## src/rtl/s3_pkg.sv

```systemverilog
// s3_pkg: definitions shared by the S3 execute stage and its iterative multiplier.
//   - ALU opcode encodings (ALU_ADD .. ALU_MUL)
//   - multiplier FSM state encoding (ST_IDLE, ST_BUSY)
//   - datapath width constants and an immediate sign-extension helper
package s3_pkg;

   localparam int DATA_W = 32;
   localparam int IMM_W  = 16;
   localparam int REG_W  = 5;
   localparam int OP_W   = 3;
   localparam int CNT_W  = 5;   // holds N-1 for every legal bits-per-cycle setting

   localparam logic [OP_W-1:0] ALU_ADD = 3'b000;
   localparam logic [OP_W-1:0] ALU_SUB = 3'b001;
   localparam logic [OP_W-1:0] ALU_AND = 3'b010;
   localparam logic [OP_W-1:0] ALU_OR  = 3'b011;
   localparam logic [OP_W-1:0] ALU_XOR = 3'b100;
   localparam logic [OP_W-1:0] ALU_SLL = 3'b101;
   localparam logic [OP_W-1:0] ALU_SLT = 3'b110;
   localparam logic [OP_W-1:0] ALU_MUL = 3'b111;

   typedef enum logic {
      ST_IDLE = 1'b0,
      ST_BUSY = 1'b1
   } mul_state_e;

   function automatic logic [DATA_W-1:0] sext_imm(input logic [IMM_W-1:0] imm);
      return {{(DATA_W-IMM_W){imm[IMM_W-1]}}, imm};
   endfunction

endpackage

```

## src/rtl/s3_iter_mul.sv

```systemverilog
// s3_iter_mul: iterative shift-add multiplier, low 32 bits of a*b.
//   clk, rst_n : clock, asynchronous active-low reset
//   start      : in IDLE, latch a/b and begin (ignored while busy)
//   a, b       : operands, sampled on the start edge only
//   busy       : FSM is in BUSY
//   last       : busy and this edge retires the final bits
//   product    : accumulator including this cycle's partial products;
//                holds the full product while last is high
//   state_o    : FSM state, exposed for observation
// Retires MUL_BITS_PER_CYCLE multiplier bits per BUSY cycle; N = 32/MUL_BITS_PER_CYCLE.
module s3_iter_mul
   import s3_pkg::*;
#(
   parameter int MUL_BITS_PER_CYCLE = 1
) (
   input  logic              clk,
   input  logic              rst_n,
   input  logic              start,
   input  logic [DATA_W-1:0] a,
   input  logic [DATA_W-1:0] b,
   output logic              busy,
   output logic              last,
   output logic [DATA_W-1:0] product,
   output mul_state_e        state_o
);

   localparam int N = DATA_W / MUL_BITS_PER_CYCLE;
   localparam logic [CNT_W-1:0] CNT_LAST = CNT_W'(N - 1);

   mul_state_e        state_q, state_d;
   logic [DATA_W-1:0] a_q, a_d;     // multiplicand, pre-shifted to the current bit position
   logic [DATA_W-1:0] b_q, b_d;     // multiplier, unretired bits shifted down to bit 0
   logic [DATA_W-1:0] acc_q, acc_d;
   logic [CNT_W-1:0]  cnt_q, cnt_d;
   logic [DATA_W-1:0] acc_sum;

   always_comb begin
      acc_sum = acc_q;
      for (int i = 0; i < MUL_BITS_PER_CYCLE; i++) begin
         if (b_q[i]) acc_sum = acc_sum + (a_q << i);
      end
   end

   always_comb begin
      state_d = state_q;
      a_d     = a_q;
      b_d     = b_q;
      acc_d   = acc_q;
      cnt_d   = cnt_q;
      case (state_q)
         ST_IDLE: begin
            if (start) begin
               a_d     = a;
               b_d     = b;
               acc_d   = '0;
               cnt_d   = '0;
               state_d = ST_BUSY;
            end
         end
         ST_BUSY: begin
            acc_d = acc_sum;
            a_d   = a_q << MUL_BITS_PER_CYCLE;
            b_d   = b_q >> MUL_BITS_PER_CYCLE;
            cnt_d = cnt_q + 1'b1;
            if (cnt_q == CNT_LAST) state_d = ST_IDLE;
         end
         default: state_d = ST_IDLE;
      endcase
   end

   always_ff @(posedge clk or negedge rst_n) begin
      if (!rst_n) begin
         state_q <= ST_IDLE;
         a_q     <= '0;
         b_q     <= '0;
         acc_q   <= '0;
         cnt_q   <= '0;
      end else begin
         state_q <= state_d;
         a_q     <= a_d;
         b_q     <= b_d;
         acc_q   <= acc_d;
         cnt_q   <= cnt_d;
      end
   end

   assign busy    = (state_q == ST_BUSY);
   assign last    = busy && (cnt_q == CNT_LAST);
   assign product = acc_sum;
   assign state_o = state_q;

endmodule

```

## config.mk

```make
export PLATFORM = sky130hd
export DESIGN_NAME = s3_iter_mul
export DESIGN_NICKNAME = d
export VERILOG_FILES = /design/src/rtl/s3_pkg.sv /design/src/rtl/s3_iter_mul.sv
export SDC_FILE = /design/constraint.sdc
export NUM_CORES = 1
export LEC_CHECK = 0
export CORE_ASPECT_RATIO = 1.75
export CORE_MARGIN = 2
export CORE_UTILIZATION = 56
export CTS_BUF_LIST = sky130_fd_sc_hd__clkbuf_2 sky130_fd_sc_hd__clkbuf_4 sky130_fd_sc_hd__clkbuf_8
export DETAILED_ROUTE_END_ITERATION = 10
export GPL_ROUTABILITY_DRIVEN = 0
export PLACE_DENSITY = 0.95
export SYNTH_ARGS = -nofsm -noshare
export SYNTH_HDL_FRONTEND = slang
export SYNTH_SLANG_ARGS = --single-unit
export TNS_END_PERCENT = 10
```

## constraint.sdc

```tcl
create_clock -name clk -period 5.3 [get_ports clk]
set_input_delay 1.06 -clock clk [delete_from_list [all_inputs] [get_ports clk]]
set_output_delay 1.06 -clock clk [all_outputs]
set_load 0.1 [all_outputs]
```

==> After elaboration in Yosys (flattened, before gate mapping) <==
Cells that the tools add are included.
{ "word_totals": {"ff_bits": 102, "in_bits": 67, "word_cells": 23, "n_memories": 0, "latchBits": 0, "out_inout_bits": 35, "ramBits": 0, "rom_bits": 0} }
{ "op_classes": {"bitwise": 1, "reduce_logical": 1, "mux": 12, "n_mul": 0, "n_lt_le_gt_ge": 0, "n_addsub": 2, "div": 0, "shifts": 0, "eq_ne": 2} }
{ "ops": {"columns": ["operator", "count"], "rows": [
  ["one-hot mux 32 bit (2 select lines)", 3],
  ["two-way mux 32 bit", 4],
  ["adder 32 bit", 1],
  ["one-hot mux 5 bit (2 select lines)", 1],
  ["adder 5 x 1 -> 5 bit, second input constant", 1],
  ["equality test 5 bit, second input constant", 1],
  ["two-way mux 5 bit", 1],
  ["two-way mux 1 bit", 2],
  ["inequality test 2 bit, second input constant", 1],
  ["one-hot mux 1 bit (2 select lines)", 1],
  ["logical AND 1 bit", 1],
  ["inverter 1 bit", 1]
]} }

==> Depth between registers and ports, before layout <==
{ "depth": {"word_depth": 3, "mapped_depth": 11, "ltp_nobuf": 11} }

==> Least setup slack after synthesis <==
Ideal clock, no wire load.
{ "synth_path": {"kind": "reg-to-output", "from": "register a_q[6]", "to": "output product[29]", "required_time_ns": 4.240, "t_arrival_ns": 3.443, "path_stages_with_launch": 10, "path_slack_ns": 0.797, "n_path_buf": 0, "path_cell_list": "dfrtp_1 > ha_1 > a21o_1 > a22o_1 > o211ai_1 > a21oi_1 > o21bai_1 > a21boi_0 > xnor2_1 > a21oi_1"} }
{ "synth_via": {"elab_chain_cells": 2} }
{ "synth_lines": {"columns": ["item", "line", "text"], "rows": [
  ["from (decl)", "s3_iter_mul.sv:31", "logic [DATA_W-1:0] a_q, a_d;"],
  ["from (signal assigned)", "s3_iter_mul.sv:74", "a_q <= '0;"],
  ["from (signal assigned)", "s3_iter_mul.sv:80", "a_q <= a_d;"],
  ["adder 32 bit", "s3_iter_mul.sv:40", "if (b_q[i]) acc_sum = acc_sum + (a_q << i);"],
  ["two-way mux 32 bit", "s3_iter_mul.sv:40", null],
  ["to (decl)", "s3_iter_mul.sv:23", "output logic [DATA_W-1:0] product,"]
]} }
No other way between the ends.

==> Worst setup path in the final report <==
{ "layout_path": {"from": "register a_q[0]", "to": "output product[28]"} }
The elaborated chain is that of the path after synthesis.

==> flow_metrics.py <==
metrics = {
    "run_status": {
        "status": "finished, final reports clean",
    },
    "timing": {
        "drv_slew": 0,
        "setup-tns-final_ns": 0,
        "fmax_ghz": 0.205,
        "relSlewSlack_pct": 33.1,
        "setup_viol": 0,
        "timing.final.crit_period_ns": 4.88,
        "worstMarginPinSlew_ns": 1.00,
        "skew_ns": 0.0171,
        "rsz0062_at_grt": "no",
        "hold_violations": 0,
        "fin_crit_sh_pct": 92.0,
        "hold_ws_ns": 0.496,
    },
    "min_path": {
        "whs_path_depth": 2,
        "hold_end": "b_q[7]",
        "hp-class": "reg2reg",
        "hold_path_startpoint": "b_q[8]",
    },
    "grt": {
        "grt_overflow_total": 0,
        "antenna_found_initial": 0,
        "grt_pass1_vias": 5416,
        "grt_usage_pct": 24.3,
        "grt_max_degree": 76,
        "grt_pass1_wl_um": 25000,
    },
    "yosys": {
        "yosysUniqueCellTypes": 51,
        "synth_area_per_cell_um2": 9.30,
        "syn_area_um2": 6480,
        "synth_nets": 797,
        "ys_async_sr_fraction_pct": 100,
        "synth_warnings": 0,
        "synthCells": 696,
        "synth.ff_latch_count": 102,
        "synth-main-ff-cell": "dfrtp_1",
        "synth-edff-count": 0,
        "ys_seq_area_share_pct": 39.4,
    },
    "clocking": {
        "cts_buffer_depth": 2,
        "cts_root_buf": "clkbuf_8",
        "cts_buffers": 9,
        "clk_pin_slew_ns": 0.10,
        "hold_buffers": 0,
        "cts.sinks": 102,
        "clk_latency_ns": 0.38,
        "post_cts_buffers": 0,
        "h-tree-depth": 3,
        "cts_tree": "built",
        "cts.repair.resized": 0,
    },
    "setup_path": {
        "reg2reg_to": "acc_q[30]",
        "path_max_fanout": 4,
        "arrival_ns": 3.82,
        "worst-path-buf-inv": 1,
        "endpoint_kind": "output port",
        "rrSetupSlack_ns": 1.96,
        "ff2ff_path_depth": 11,
        "crit_path_max_incr_delay_ns": 0.41,
        "path_common_cell": "a21o_1",
        "worstPathCellList": "ha_1 > fa_1 > a21o_1 > a221o_1 > a21o_1 > a31o_1 > a41o_4 > a31oi_4 > o21ai_2 > xor2_1 > mux2_2 > buf_4",
        "crit_slowest_cell": "dfrtp_1",
        "cp.required_ns": 4.24,
        "critical_path.top_delay_family": "compound AO/OA/AOI/OAI gates",
        "r2r-start": "a_q[0]",
        "critPathLaunchType": "flop",
        "criticalPathCategory": "reg2out",
    },
    "finish": {
        "antenna_cells": 0,
        "areaGrowthSynthToFinish_pct": 18.3,
        "layout_common_cells": "111 x nand2_1, 100 x dfrtp_1, 97 x o21ai_0",
        "drive_gt1_share_pct": 10.2,
        "fin_nets": 870,
        "design_area_um2": 7660,
        "final_cells": 909,
        "final_common_cell": "nand2_1",
    },
    "detailed_routing": {
        "drtAntennaViolNets": 0,
        "drtIter0Drc": 322,
        "via_per_inst": 5.85,
        "vias": 5314,
        "route.detailed.drc": 0,
        "routed_wl_um": 14400,
        "first_pass_iters": 4,
        "wl_per_cell_um": 15.8,
    },
    "floorplan": {
        "core_area_um2": 11500,
        "die-area_um2": 12500,
        "die_w_um": 85.3,
        "initial_core_util_pct": 56.6,
        "rows": 52,
        "die-height_um": 146,
        "io_pins": 102,
    },
    "place": {
        "dp.cells": 893,
        "placed_area_um2": 7480,
        "detailed_place_hpwl_um": 10200,
        "portBuffers": 101,
    },
    "flow_run": {
        "maxCapViolations": 0,
    },
}
-- area by class of cell --
cell class,count,area (um2)
well taps,135,169
multi-input cells,545,3730
flip-flops and latches,102,2560
clock buffers,9,124
clock inverters,7,61.3
fillers,885,3790
repair buffers,106,996
inverters,5,18.8
-- cell usage after synthesis, drive strengths merged (4+ instances only) --
master / number / area, um2
nand3: 8 / 40.0
clkbuf: 33 / 124
buf: 11 / 46.3
nor2: 19 / 71.3
a21oi: 32 / 160
nand2b: 23 / 144
xnor2: 14 / 123
a21o: 21 / 158
o211ai: 5 / 37.5
and3: 7 / 43.8
o21bai: 4 / 30.0
dfrtp: 102 / 2550
o21a: 7 / 60.1
nor3b: 9 / 67.6
ha: 33 / 413
mux2: 23 / 263
xor2: 14 / 123
nand2: 111 / 417
a31oi: 9 / 71.3
inv: 5 / 18.8
mux2i: 66 / 661
o21ai: 98 / 494
-- layer usage --
layer | routed length [um] | global-route usage (%) | vias up
met5 | 0 | 0 | -
met3 | 535 | 3.39 | 39
met1 | 5860 | 30.4 | 2537
li1 | - | - | 2619
met4 | 476 | 12.1 | 0
met2 | 7490 | 40.8 | 119
-- flip-flops by register name, summed over array words and instances, names as in the netlist --
name / cells
a_q: 32
acc_q: 32
b_q: 32
cnt_q: 5
busy: 1
-- cell families (layout without fill, tap and decap cells) --
| kind of cell | Yosys count | after routing | share of synthesized area [%] |
|---|---|---|---|
| and+or+nand+nor | 197 | 197 | 14.2 |
| buffers and inverters | 49 | 127 | 2.92 |
| DFF | 102 | 102 | 39.4 |
| adders and majority gates | 34 | 34 | 6.68 |
| xor gates and xnor gates | 28 | 28 | 3.79 |
| AOI/OAI and AO/OA | 197 | 197 | 18.7 |
| muxes | 89 | 89 | 14.3 |
-- worst reg2reg max path: cells and delay by family, from the launching register on --
kind | cells | cell delay (ns)
DFF | 1 | 0.41
AOI/OAI and AO/OA | 8 | 2.00
xor gates and xnor gates | 1 | 0.17
adders and majority gates | 2 | 0.64
-- through the flow --
stage,setup slack [ns],util (%)
global route,0.256,66.9
CTS,0.409,66.9
global placement,0.905,65.3
floorplan,0.797,-
detailed placement,0.873,65.3
finish,0.424,66.9
-- worst max path at each step --
stage / start / end / depth (start not counted)
2_1_floorplan: a_q[6] / product[29] / 9
3_3_place_gp: a_q[0] / product[28] / 12
3_5_place_dp: a_q[0] / product[30] / 12
4_1_cts: a_q[0] / product[28] / 12
5_1_grt: a_q[0] / product[28] / 12
6_report: a_q[0] / product[28] / 12
Power is not shown: default switching activity piles up to over one toggle a cycle in this logic, so the estimate is an artifact.
